**src/rtl/weapons_pkg.sv**
```systemverilog
// Shared types and helpers for the multi-channel weapon bank.
package weapons_pkg;

   typedef enum logic [1:0] {
      ST_READY  = 2'd0,
      ST_COOL   = 2'd1,
      ST_RELOAD = 2'd2
   } chan_state_e;

   localparam logic [3:0] ATTACK_MODE = 4'b0010;

   // Subtract that clamps at zero instead of wrapping.
   function automatic logic [31:0] sat_sub(input logic [31:0] a, input logic [31:0] b);
      return (a >= b) ? (a - b) : 32'd0;
   endfunction

endpackage

```
**src/rtl/weapon_channel.sv**
```systemverilog
// One weapon channel: magazine, READY/COOL/RELOAD FSM, registered status outputs.
module weapon_channel
   import weapons_pkg::*;
#(
   parameter int AW          = 9,
   parameter int CW          = 4,
   parameter int RELOAD_CYC  = 8,
   parameter int MAX_DEFAULT = 500
) (
   input  logic          clk,
   input  logic          rst,
   input  logic          fire,
   input  logic          reload,
   input  logic          attack,
   input  logic          load_max,
   input  logic [AW-1:0] max_in,
   input  logic [AW-1:0] capacity,
   input  logic [AW-1:0] fire_rate,
   input  logic [CW-1:0] cooldown,
   output logic [AW-1:0] ammo,
   output logic          shot,
   output logic          error,
   output logic          empty,
   output chan_state_e   state
);

   localparam int RW = $clog2(RELOAD_CYC + 1);
   localparam logic [RW-1:0] RELOAD_LOAD = RW'(RELOAD_CYC);
   localparam logic [AW-1:0] AMMO_RST    = AW'(MAX_DEFAULT);

   chan_state_e   state_n;
   logic [AW-1:0] ammo_n;
   logic [AW-1:0] rate;
   logic [CW-1:0] cool_cnt, cool_n;
   logic [RW-1:0] rel_cnt, rel_n;
   logic          shot_n, error_n, empty_n;

   always_ff @(posedge clk or negedge rst) begin
      if (!rst) begin
         state    <= ST_READY;
         ammo     <= AMMO_RST;
         cool_cnt <= '0;
         rel_cnt  <= '0;
         shot     <= 1'b0;
         error    <= 1'b0;
         empty    <= (MAX_DEFAULT == 0);
      end else begin
         state    <= state_n;
         ammo     <= ammo_n;
         cool_cnt <= cool_n;
         rel_cnt  <= rel_n;
         shot     <= shot_n;
         error    <= error_n;
         empty    <= empty_n;
      end
   end

   always_comb begin
      state_n = state;
      ammo_n  = ammo;
      cool_n  = cool_cnt;
      rel_n   = rel_cnt;
      shot_n  = 1'b0;
      error_n = 1'b0;
      rate    = (fire_rate == '0) ? AW'(1) : fire_rate;

      case (state)
         ST_READY: begin
            // Reload wins over fire; a fire in the same cycle is dropped silently.
            if (reload) begin
               state_n = ST_RELOAD;
               rel_n   = RELOAD_LOAD;
            end else if (fire) begin
               if (attack && (ammo != '0)) begin
                  ammo_n = AW'(sat_sub(32'(ammo), 32'(rate)));
                  shot_n = 1'b1;
                  if (cooldown != '0) begin
                     state_n = ST_COOL;
                     cool_n  = cooldown;
                  end
               end else begin
                  error_n = 1'b1;
               end
            end
         end
         ST_COOL: begin
            if (reload) begin
               state_n = ST_RELOAD;
               rel_n   = RELOAD_LOAD;
               cool_n  = '0;
            end else begin
               error_n = fire;
               cool_n  = cool_cnt - CW'(1);
               if (cool_cnt <= CW'(1)) state_n = ST_READY;
            end
         end
         ST_RELOAD: begin
            error_n = fire;
            rel_n   = rel_cnt - RW'(1);
            if (rel_cnt <= RW'(1)) begin
               ammo_n  = capacity;
               state_n = ST_READY;
            end
         end
         default: state_n = ST_READY;
      endcase

      // A new capacity clamps whatever this edge would otherwise have loaded.
      if (load_max && (ammo_n > max_in)) ammo_n = max_in;
      empty_n = (ammo_n == '0);
   end

endmodule

```
**src/rtl/weapon_bank.sv**
```systemverilog
// NCH independent weapon channels sharing mode decode, fire parameters and capacity.
module weapon_bank
   import weapons_pkg::*;
#(
   parameter int NCH         = 4,
   parameter int AW          = 9,
   parameter int CW          = 4,
   parameter int RELOAD_CYC  = 8,
   parameter int MAX_DEFAULT = 500
) (
   input  logic              clk,
   input  logic              rst,
   input  logic [3:0]        mode_selector,
   input  logic [NCH-1:0]    fire,
   input  logic [NCH-1:0]    reload,
   input  logic              load_max,
   input  logic [AW-1:0]     max_in,
   input  logic [AW-1:0]     fire_rate,
   input  logic [CW-1:0]     cooldown,
   output logic [NCH*AW-1:0] ammo,
   output logic [NCH-1:0]    shot,
   output logic [NCH-1:0]    busy,
   output logic [NCH-1:0]    empty,
   output logic [NCH-1:0]    error
);

   logic          attack;
   logic [AW-1:0] capacity;
   chan_state_e   ch_state [NCH];

   // Multi-hot or all-zero selectors are never attack.
   assign attack = (mode_selector == ATTACK_MODE);

   always_ff @(posedge clk or negedge rst) begin
      if (!rst) capacity <= AW'(MAX_DEFAULT);
      else if (load_max) capacity <= max_in;
   end

   for (genvar i = 0; i < NCH; i++) begin : g_ch
      weapon_channel #(
         .AW          (AW),
         .CW          (CW),
         .RELOAD_CYC  (RELOAD_CYC),
         .MAX_DEFAULT (MAX_DEFAULT)
      ) u_ch (
         .clk       (clk),
         .rst       (rst),
         .fire      (fire[i]),
         .reload    (reload[i]),
         .attack    (attack),
         .load_max  (load_max),
         .max_in    (max_in),
         .capacity  (capacity),
         .fire_rate (fire_rate),
         .cooldown  (cooldown),
         .ammo      (ammo[i*AW +: AW]),
         .shot      (shot[i]),
         .error     (error[i]),
         .empty     (empty[i]),
         .state     (ch_state[i])
      );
      // State is a flop, so busy stays a registered output.
      assign busy[i] = (ch_state[i] != ST_READY);
   end

endmodule
```
**config.mk**
```make
export PLATFORM = sky130hd
export DESIGN_NAME = weapon_bank
export DESIGN_NICKNAME = d
export VERILOG_FILES = /design/src/rtl/weapons_pkg.sv /design/src/rtl/weapon_channel.sv /design/src/rtl/weapon_bank.sv
export SDC_FILE = /design/constraint.sdc
export NUM_CORES = 1
export LEC_CHECK = 0
export ABC_AREA = 1
export CAP_MARGIN = 20
export CELL_PAD_IN_SITES_DETAIL_PLACEMENT = 1
export CELL_PAD_IN_SITES_GLOBAL_PLACEMENT = 2
export CORE_AREA = 3 3 169 171
export CTS_CLUSTER_DIAMETER = 30
export DETAILED_ROUTE_END_ITERATION = 12
export DIE_AREA = 0 0 172 174
export PLACE_DENSITY = 0.86
export SYNTH_ARGS = -nofsm -noshare
export SYNTH_HDL_FRONTEND = slang
export SYNTH_SLANG_ARGS = --single-unit
```
**constraint.sdc**
```tcl
create_clock -name clk -period 4.3 [get_ports clk]
set_input_delay 0.86 -clock clk [delete_from_list [all_inputs] [get_ports clk]]
set_output_delay 0.86 -clock clk [all_outputs]
set_load 0.02 [all_outputs]
```
After elaboration in Yosys (flattened, before gate mapping)
Index checks and enable logic that the tools add are counted.
{ "totals": {"reg_bits": 97, "latchBits": 0, "mem_bits_rw": 0, "romBits": 0, "input_bits": 37, "output_inout_bits": 52, "elab_cells": 279, "mem_count": 0} }
{ "classes": {"addsub": 12, "multipliers": 0, "div_mod_pow": 0, "n_lt_le_gt_ge": 16, "eq_ne": 49, "shift": 0, "muxes": 123, "bitwise_logic": 0, "reduce_logical": 50} }
{ "ops": {"columns": ["op", "count"], "rows": [
  ["$mux 9", 25],
  ["$mux 4", 21],
  ["$pmux 9 s2", 4],
  ["$pmux 4 s2", 8],
  ["$mux 2", 25],
  ["$logic_not 9->1", 5],
  ["$reduce_and 5->1", 8],
  ["$ge 9x9->1", 4],
  ["$gt 9x9->1", 4],
  ["$reduce_bool 9->1", 4],
  ["$sub 9x9->9", 4],
  ["$le 4x1->1 const B", 8],
  ["$mux 1", 32],
  ["$sub 4x1->4 const B", 8],
  ["$ne 3x2->1 const B", 9],
  ["$ne 2x1->1 const B", 13],
  ["$pmux 2 s3", 4],
  ["$reduce_bool 2->1", 12],
  ["$ne 2x2->1 const B", 11],
  ["$ne 3x3->1 const B", 7],
  ["$pmux 1 s3", 4],
  ["$eq 2x1->1 const B", 4],
  ["$eq 2x2->1 const B", 4],
  ["$logic_and 1x1->1", 8],
  ["5 further kinds", 14]
]} }

Longest topological paths before layout
{ "depth": {"ltp_word": 12, "mapped_depth": 30, "depth_no_buf": 30} }

Modules after synthesis
A second synthesis with hierarchy kept.
{ "unflattened": {"cells_unflattened": 1532, "area_unflattened_um2": 10139.7} }
{ "modules_own_cells": {"columns": ["mod", "instances", "cells_per_inst", "area_per_inst_um2"], "rows": [
  ["weapon_channel (g_ch[1].u_ch)", 1, 379, 2454.9],
  ["weapon_channel (g_ch[2].u_ch)", 1, 355, 2444.8],
  ["weapon_channel (g_ch[0].u_ch)", 1, 373, 2429.8],
  ["weapon_channel (g_ch[3].u_ch)", 1, 377, 2391.0],
  ["weapon_bank", 1, 48, 419.2]
]} }

Least setup slack after synthesis
OpenSTA, ideal clock, no wires.
{ "synth_path": {"path_type": "input to register", "start": "input port fire_rate[1]", "end": "register g_ch[0].u_ch.empty", "setup_ns": 0.114, "arrival_time_ns": 3.858, "required_ns": 4.186, "setup_slack_ns": 0.328, "path_stages": 21, "cell_sequence": "inv_1 > a31o_2 > ha_1 > fa_1 > nand3b_1 > nand2_1 > a21oi_1 > xor2_1 > o21ai_1 > and2_1 > ha_1 > a21oi_1 > o21ai_0 > a21oi_1 > o21ai_0 > nand2_2 > clkinv_1 > o21bai_1 > nor2_1 > nand2_1 > nor2_1"} }
{ "synth_between": {"elab_chain_cells": 12, "word_cells_on_any_way": 13, "classes_between": "add/sub: 1; order compare: 2; mux: 7; reduce/logical: 3"} }
{ "synth_lines": {"columns": ["element", "line_no", "source"], "rows": [
  ["start, declared", "weapon_bank.sv:18", "input logic [AW-1:0] fire_rate,"],
  ["$logic_not 9->1", "weapon_channel.sv:65", "rate = (fire_rate == '0) ? AW'(1) : fire_rate;"],
  ["$mux 9 *", "weapon_channel.sv:65", null],
  ["$sub 9x9->9 / $ge 9x9->1 (equally long branches)", "weapons_pkg.sv:14", "return (a >= b) ? (a - b) : 32'd0;"],
  ["$mux 9 *", "weapons_pkg.sv:14", null],
  ["$mux 9 *", "weapon_channel.sv:74", "if (attack && (ammo != '0)) begin"],
  ["$mux 9 *", "weapon_channel.sv:73", "end else if (fire) begin"],
  ["$mux 9 *", "weapon_channel.sv:70", "if (reload) begin"],
  ["$pmux 9 s2 *", "weapon_channel.sv:67", "case (state)"],
  ["$gt 9x9->1", "weapon_channel.sv:109", "if (load_max && (ammo_n > max_in)) ammo_n = max_in;"],
  ["$logic_and 1x1->1", "weapon_channel.sv:109", null],
  ["$mux 9 *", "weapon_channel.sv:109", null],
  ["via g_ch[0].u_ch.ammo_n[7]", "weapon_channel.sv:32", "logic [AW-1:0] ammo_n;"],
  ["$logic_not 9->1 *", "weapon_channel.sv:110", "empty_n = (ammo_n == '0);"],
  ["via g_ch[0].u_ch.empty_n", "weapon_channel.sv:36", "logic shot_n, error_n, empty_n;"],
  ["end signal, assigned", "weapon_channel.sv:46", "empty <= (MAX_DEFAULT == 0);"],
  ["end signal, assigned", "weapon_channel.sv:54", "empty <= empty_n;"],
  ["end, declared", "weapon_channel.sv:23", "output logic empty,"]
]} }
Mark *: on every way through the listed nets, which the timed path passes. The rest lies on a longest branch.
A chain may end at the register's enable or synchronous reset.

Final worst setup path
{ "layout_path": {"start": "input port fire_rate[6]", "end": "register g_ch[0].u_ch.empty"} }
The elaborated chain is that of the path after synthesis.

==> reports/metrics.csv <==
stage,metric,value,unit
run_status,outcome,finished clean,
synthesis,count of different cell masters after synthesis,49,
sta,f_max,240.0,MHz
placed_design,half-perimeter wire length of the detailed placement result,28.45,mm
placed_design,last weighted congestion value of the routability-driven placer,0.8867,
floorplan,boundary pin count,89,
global_route,overall fraction of global-route tracks in use,24.12,%
synthesis,Post-Syn Area,8965,sq um
global_route,pin count of the biggest net entering global routing,59,
setup_path,Critical Path Fanout Max,6,
drt,remaining antenna violation count,0,
clock_network,cts-stage hold buffer count,0,
clock_network,number of levels the H-tree was split into,3,
setup_path,slowest cell on the critical path,sky130_fd_sc_hd__fa_2,
synthesis,cell count after synthesis,1352,
synthesis,fraction of the mapped netlist area in simple logic gates,31.00,%
drt,Post-route DRC,0,
synthesis,count of flip-flops with a built-in enable after synthesis,0,
synthesis,Synth Area in Compound Gates,15.25,%
drt,average via count per standard cell,5.189,
clock_network,worst-skew pair later-pin latency,380,ps
synthesis,"Primary FF master, synth",sky130_fd_sc_hd__dfrtp_1,
clock_network,TritonCTS clock tree,done,
sta,maximum clock skew at final layout,13.19,ps
floorplan,overall die height,174,um
synthesis,Syn. warnings,0,
setup_path,cell mode on critical path,sky130_fd_sc_hd__nand2_1,
global_route,vias in the first global route,10410,
power,leak pwr,0.006218,uW
sta,crit path time final,4166,ps
clock_network,largest buffer count on any clock path,2,
clock_network,clock root cell,sky130_fd_sc_hd__clkbuf_16,
min_path,Tightest Hold Check Type,reg2reg,
finish,most frequent cells in the layout,"sky130_fd_sc_hd__nand2_1, sky130_fd_sc_hd__inv_1, sky130_fd_sc_hd__buf_4",
setup_path,endpoint arrival time on the critical path,4460,ps
clock_network,number of buffers created by CTS,9,
sta,final critical-path share of the clock period,96.89,%
sta,Setup TNS,0,ps
sta,number of hold violations in the final report,0,
synthesis,fraction of synthesized area in multiplexers,0.4885,%
synthesis,average footprint of a synthesized cell,6.631,sq um
setup_path,Setup crit end kind,flop,
global_route,overall overflow remaining after global route,0,
synthesis,XOR/XNOR share of the synthesized area,1.954,%
sta,Max-slew headroom,43.13,%
sta,"Slew Viols, Final",0,
synthesis,combinational family with the most area after synthesis,simple AND/OR/NAND/NOR gates,
sta,Setup-failing EPs final,0,
drt,DR pass1 iterations,5,
drt,total via count in the routed design,10140,
clock_network,count of clock tree sinks,97,
finish,layout cell share with drive strength beyond 1,22.37,%
synthesis,Synth Area in Adders,13.18,%
finish,layout overhead on the synthesized area,38.24,%
sta,Worst-Margin Slew,853.0,ps
floorplan,Std-Cell Core Area,27030,sq um
clock_network,"CTS clk-pin slew, worst paths",80,ps
synthesis,flop and latch count out of synthesis,97,
power,total power density per cell area,843.8,nW/um^2
floorplan,standard-cell rows,60,
floorplan,effective utilization at floorplan,33.17,%
placed_design,total of buffers placed on input and output ports,88,
setup_path,startpoint class of the critical path,input pin,
drt,post-detailed-route wirelength per cell,18.98,um
setup_path,CP required,4590,ps
floorplan,full die area,29930,sq um
synthesis,Post-synth ARST share,100.0,%
setup_path,Slowest Stage Delay on Critical Path,360,ps
finish,"most common cell after layout, fill and taps aside",sky130_fd_sc_hd__nand2_1,
power,IR Drop Worst-Case VDD,0.4194,mV
global_route,number of antenna violations at the first check in global routing,0,
drt,total length of routed wires,37.11,mm
synthesis,synthesized netlist net count,1481,
flow_run,total of max-cap violations,0,
global_route,first-pass GRT wire length,56.32,mm
power,total chip power,10460,uW
setup_path,category of the critical setup timing path,in2reg,
floorplan,chip width,172,um
drt,Iteration-0 DRC Markers,547,
synthesis,proportion of synthesized chip area in sequential cells,27.49,%
finish,nets@finish,1738,
finish,Inserted Diodes,0,
[metal layers]
layer | GRT usage [%] | wire length (um) | vias to the layer above
met5 | 0 | 0 | -
met4 | 8.749 | 1212 | 0
met3 | 2.684 | 1454 | 59
met2 | 39.36 | 17260 | 223
met1 | 32.84 | 17190 | 4958
li1 | - | - | 4904
[stage by stage]
stage / setup slack [ps] / util, % / hold slack (ps) / area [sq um] / cells
floorplan: 327.5 / - / 457.1 / 8965 / 1352
global placement: -683.0 / 42.27 / 484.1 / 11420 / 1925
detailed placement: -753.3 / 42.27 / 490.2 / 11420 / 1925
CTS: -19.33 / 44.00 / 502.1 / 11890 / 1945
global route: -20.86 / 45.86 / 520.1 / 12390 / 1955
finish: 133.6 / 45.86 / 498.3 / 12390 / 1955
[sequential cells by signal, indices dropped and copies added (netlist names)]
signal	cells
g_ch.u_ch.empty	4
g_ch.u_ch.cool_cnt	16
capacity	9
g_ch.u_ch.shot	4
g_ch.u_ch.error	4
g_ch.u_ch.ammo	36
g_ch.u_ch.rel_cnt	16
g_ch.u_ch.state	8
[logic make-up after synthesis]
| family | Yosys count |
|---|---|
| buffers and inverters | 240 |
| adder cells (fa/ha/maj) | 92 |
| multiplexers | 4 |
| AND/OR/NAND/NOR | 656 |
| flip-flops | 97 |
| AO/OA/AOI/OAI | 243 |
| XOR/XNOR | 20 |
[final timing paths]
kind / startpoint / cells after the start / end / slack, ps
min: g_ch[0].u_ch.rel_cnt[2] / 1 / g_ch[0].u_ch.rel_cnt[2] / 500
max in group asynchronous: rst / 2 / g_ch[1].u_ch.ammo[5] / 2960
min reg2reg: g_ch[0].u_ch.rel_cnt[2] / 1 / g_ch[0].u_ch.rel_cnt[2] / 500
max: fire_rate[6] / 26 / g_ch[0].u_ch.empty / 130
min in group asynchronous: rst / 1 / capacity[1] / 560
max reg2reg: g_ch[0].u_ch.ammo[0] / 23 / g_ch[0].u_ch.empty / 630
[report_power, final]
group / internal, uW / switching [uW]
Clock: 411 / 447
Sequential: 1390 / 491
Combinational: 3440 / 4280
[area by class of cell]
class	count	area, sq um
multi-input combinational	1015	6033
clock inverter	7	67.56
sequential	97	2465
tap	341	426.7
inverter	220	843.3
fill	3457	14630
timing repair buffer	266	2332
clock buffer	9	225.2
[cells in the mapped netlist (all sizes together) (6+ instances only)]
cell	count	share of area, %
nand2	386	16
inv	215	9.0
nor2	134	5.8
a21oi	100	5.6
ha	88	12
o21ai	83	4.6
nand3	73	4.1
dfrtp	67	19
dfstp	30	8.8
o22ai	20	1.4
nand4	18	1.7
nor3	14	0.91
buf	13	1.1
nand3b	12	1.0
and2	11	0.77
xnor2	10	0.98
xor2	10	0.98
a21boi	7	0.59
a31oi	7	0.49
clkbuf	7	0.29
or2	6	0.42
[critical path, delay by kind of cell]
kind,cells,cell delay [ps]
buf+inv,5,560
xor+xnor,1,190
simple gates,12,1290
compound gates,5,760
fa+ha+maj,3,780
[what timing repair did]
action,4_1_cts,5_1_grt
cloned,2,0
buffers inserted,2,10
resized for setup,54,124
endpoints found under the setup margin,39,40
pin swaps,11,55
Power figures use the tool's default switching activity.
==> patch 1, RTL diff (same settings) <==
`AW` is set to 9 in 2 places; all go to 8.
--- a/src/rtl/weapon_channel.sv
+++ b/src/rtl/weapon_channel.sv
@@ -2,7 +2,7 @@
 module weapon_channel
    import weapons_pkg::*;
 #(
-   parameter int AW          = 9,
+   parameter int AW          = 8,
    parameter int CW          = 4,
    parameter int RELOAD_CYC  = 8,
    parameter int MAX_DEFAULT = 500
--- a/src/rtl/weapon_bank.sv
+++ b/src/rtl/weapon_bank.sv
@@ -3,7 +3,7 @@
    import weapons_pkg::*;
 #(
    parameter int NCH         = 4,
-   parameter int AW          = 9,
+   parameter int AW          = 8,
    parameter int CW          = 4,
    parameter int RELOAD_CYC  = 8,
    parameter int MAX_DEFAULT = 500
Interface: changed (resized ammo, fire_rate and max_in); port bits go from 89 to 83. The function was not compared with the original's and may differ.
==> patch 1 against the unedited design <==
The run now ends with negative setup slack left. First-iteration DRC count fell by 5.5%. Routed wire length fell by 10%. Final area fell by 8.8%. Count of clock-buffer cells in the layout rose by 1. Combinational power fell by 12%. Synthesized area fell by 8.4%. Critical endpoint is now g_ch[1].u_ch.ammo[4]. Highest routed layer unchanged. Sequential cell count fell by 5. Worst setup slack got worse by 0.15 ns. Power fell by 9.2%.
==> patch 1: results (changes against the unedited design) <==
- Result of the run: finished with violations
- Failing checks: negative setup slack
- Flop pwr share: 0.189 (+0.009)
- Final setup violation count: 3 (+3)
- Met2 usage: 0.354 (-0.0397)
- Routed wl met2: 15.7 mm (-9.0%)
- Adder-Cell Fraction of Synth Area: 0.138 (+0.00595)
- VDD IR max: 334 uV (-20%)
- Clock buffer cells: 10 (+1)
- Via-per-instance ratio: 5.17 (-0.29%)
- Crit path DAT: 4.62 ns (+0.16 ns)
- Post-Syn Nets: 1316 (-11%)
- Top Registers: g_ch.u_ch.ammo (32), g_ch.u_ch.cool_cnt (16), g_ch.u_ch.rel_cnt (16)
- Placed cell count: 1725 (-10%)
- Setup ws final: -0.0153 ns (-0.149 ns)
- Initial DRC Count: 517 (-5.5%)
- Multi-input combinational area share: 0.486 (-0.000880)
- Post-synthesis compound-gate area fraction: 0.158 (+0.00526)
- Vias in the first global route: 9302 (-11%)
- DP Area: 10300 sq um (-9.6%)
- Crit-path max FO: 4 (-2)
- Setup_tns: -0.0266 ns (-0.0266 ns)
- Seq pwr: 1790 uW (-5%)
- # nets final: 1535 (-12%)
- GR Util met1: 0.308 (-0.0204)
- Worst r2r src: g_ch[3].u_ch.rel_cnt[0]
- Synth Area in XOR/XNOR: 0.0181 (-0.00141)
- WL/cell: 19.0 microns (about the same)
- Slew margin rel.: 0.564 (+0.132)
## patch 1: changes by cell type after synthesis, moves of 7 or more
cell | unedited run | this run
nand4_1 | 14 | 21
nor3_1 | 13 | 6
nor2_1 | 129 | 113
nand2_1 | 385 | 311
o21ai_0 | 77 | 66
a21oi_1 | 99 | 72
o22ai_1 | 20 | 28
inv_1 | 214 | 186
o21a_1 | 0 | 7
## patch 1: timing repair
action | 4_1_cts | 5_1_grt
setup endpoints to repair | 36 | 34
pin swaps | 27 | 73
buffers inserted | 8 | 11
resized for setup | 59 | 110
gates cloned | 1 | 0
## patch 1: path summary, 6_finish.rpt
path,end,slack [ns],cells past startpoint
setup / recovery,g_ch[1].u_ch.ammo[4],-0.02,28
hold / removal,g_ch[3].u_ch.rel_cnt[0],0.40,1
setup reg to reg,g_ch[3].u_ch.empty,0.66,20
hold reg to reg,g_ch[1].u_ch.rel_cnt[3],0.51,1
max in group asynchronous,g_ch[1].u_ch.ammo[5],3.04,2
min in group clk,g_ch[1].u_ch.rel_cnt[3],0.51,1
==> patch 2, RTL diff (config.mk and constraints unchanged) <==
Without the edit above. Make the reset (`rst`) synchronous in 2 clocked blocks.
--- a/src/rtl/weapon_channel.sv
+++ b/src/rtl/weapon_channel.sv
@@ -35,7 +35,7 @@
    logic [RW-1:0] rel_cnt, rel_n;
    logic          shot_n, error_n, empty_n;
 
-   always_ff @(posedge clk or negedge rst) begin
+   always_ff @(posedge clk) begin
       if (!rst) begin
          state    <= ST_READY;
          ammo     <= AMMO_RST;
--- a/src/rtl/weapon_bank.sv
+++ b/src/rtl/weapon_bank.sv
@@ -31,7 +31,7 @@
    // Multi-hot or all-zero selectors are never attack.
    assign attack = (mode_selector == ATTACK_MODE);
 
-   always_ff @(posedge clk or negedge rst) begin
+   always_ff @(posedge clk) begin
       if (!rst) capacity <= AW'(MAX_DEFAULT);
       else if (load_max) capacity <= max_in;
    end
Function: changed (Yosys sat finds a counterexample within 4 cycles, from zero or initial values and one cycle with rst low; the reset may be asserted at any time).
==> patch 2 against the unedited design <==
Global-route usage rose by 0.94 points. Final area fell by 2.8%. Cell count rose by 2.7%. Utilization fell by 1.3 points. Fmax rose by 1.5%. Sequential cell count did not move. Die area did not move. Routed wire length rose by 1.0%. Worst setup slack improved by 0.063 ns. Synthesized area fell by 0.56%. Critical endpoint is now g_ch[0].u_ch.empty.
Power is not compared: it rests on default switching activity, and its combinational part moved more than twofold at a synthesized area within 25%.
==> patch 2: results (changes against the unedited design) <==
- Adder-Cell Fraction of Synth Area: 0.132 (+0.000740)
- Hold Startpoint: g_ch[0].u_ch.rel_cnt[2]
- HPWL Detailed: 29.3 mm (+3.1%)
- Vias in the first global route: 10812 (+3.9%)
- Met1 WL: 17.1 mm (-0.73%)
- Root buf cell: clkbuf_16
- Tot GR Track Use: 0.251 (+0.00943)
- Synth cell count leaders: 384 x nand2_1, 220 x inv_1, 122 x a21oi_1
- First-pass GRT wire length: 58.9 mm (+4.6%)
- Crit path DAT: 4.41 ns (-0.05 ns)
- # nets final: 1790 (+3.0%)
- Post-synthesis compound-gate area fraction: 0.187 (+0.0348)
- Critical Path Slowest Stage Cell: fa_2
- Max Fclk: 0.244 GHz (+1.5%)
- Final GP Congestion: 0.911 (+2.7%)
- Worst Hold End: g_ch[0].u_ch.rel_cnt[2]
- Post-synthesis sequential area ratio: 0.218 (-0.0571)
- Worst hold slack: 0.484 ns (-0.0147 ns)
- Mux contribution to synthesized area: 0 (-0.00488)
- R2R Path End: g_ch[3].u_ch.ammo[6]
- Routed wl met2: 17.3 mm (+0.24%)
- Synth Area in XOR/XNOR: 0.0206 (+0.00109)
- Skew final: 0.0102 ns (-0.00302 ns)
- Largest net degree at the start of global routing: 53 (-10%)
- Worst r2r src: g_ch[3].u_ch.ammo[0]
- Post-synth cell types: 56 (+14%)
- LEAKAGE: 0.00586 uW
- CP max stage delay: 0.38 ns (+0.02 ns)
- Port Buf Inserts: 88 (unchanged)
- Share of cells above drive strength 1: 0.175 (-0.0490)
- Synth top area cells: dfxtp_1 22%, nand2_1 16%, ha_1 12%, inv_1 9.3%, a21oi_1 6.8%
- Worst-Skew Late Latency: 0.36 ns (-0.02 ns)
- Synthesized area per cell: 6.26 sq um (-5.6%)
- CTS Buf Count: 9 (unchanged)
- CP Capture Point: g_ch[0].u_ch.empty
- Top sig layer: met4
- Type of the worst min-delay path: reg2reg
- Final Instance Count excl. Fillers: 2008 (+2.7%)
- Flop-to-flop setup slack: 0.77 ns (+0.14 ns)
- Post-Syn Nets: 1553 (+4.9%)
- Place WS: -0.773 ns (-0.0199 ns)
- DP Area: 11300 sq um (-1.0%)
- Seq pwr: about 1100 uW
- Initial DRC Count: 416 (-24%)
- Initial antenna violation count: 1 (+1)
- WL met3: 2.08 mm (+43%)
- Result of the run: finished, final reports clean
- Via-per-instance ratio: 5.22 (+0.57%)
- Clock Power Share: 0.203
- Ys async rst share: 0 (-1.00)
- Crit-path max FO: 4 (-2)
- Slew margin rel.: 0.542 (+0.111)
- # H-tree levels: 3 (unchanged)
- R2R depth: 18 (-22%)
- Routed wire length: 37.5 mm (+1.0%)
==> patch 2: cell count changes in the layout (fill, tap and decap cells not counted), moves of 13 or more <==
| cell | unedited run | this run |
|---|---|---|
| nor2_1 | 122 | 109 |
| nand3_1 | 65 | 81 |
| nand2_2 | 32 | 14 |
| dfxtp_1 | 0 | 97 |
| dfrtp_1 | 67 | 0 |
| nand2_1 | 351 | 371 |
| dfstp_2 | 30 | 0 |
| a21oi_1 | 88 | 118 |
==> patch 2: layout make-up <==
type	count	area, sq um
clock buffer	13	250
tap	341	427
clock inverter	3	40.0
timing repair buffer	258	2290
multi-input combinational	1063	6220
inverter	232	886
sequential	97	1940
fill	3558	15000
antenna	1	2.50
==> patch 2: timing repair <==
action,in CTS,in global routing
setup buffers,9,0
setup endpoints to repair,38,40
cloned,1,0
pin swaps,20,23
resized for setup,71,45
==> patch 2: routing by layer <==
layer	vias to the layer above	GRT usage
met5	-	0
met1	5010	0.337
li1	5153	-
met2	270	0.412
met3	45	0.0389
met4	0	0.0752
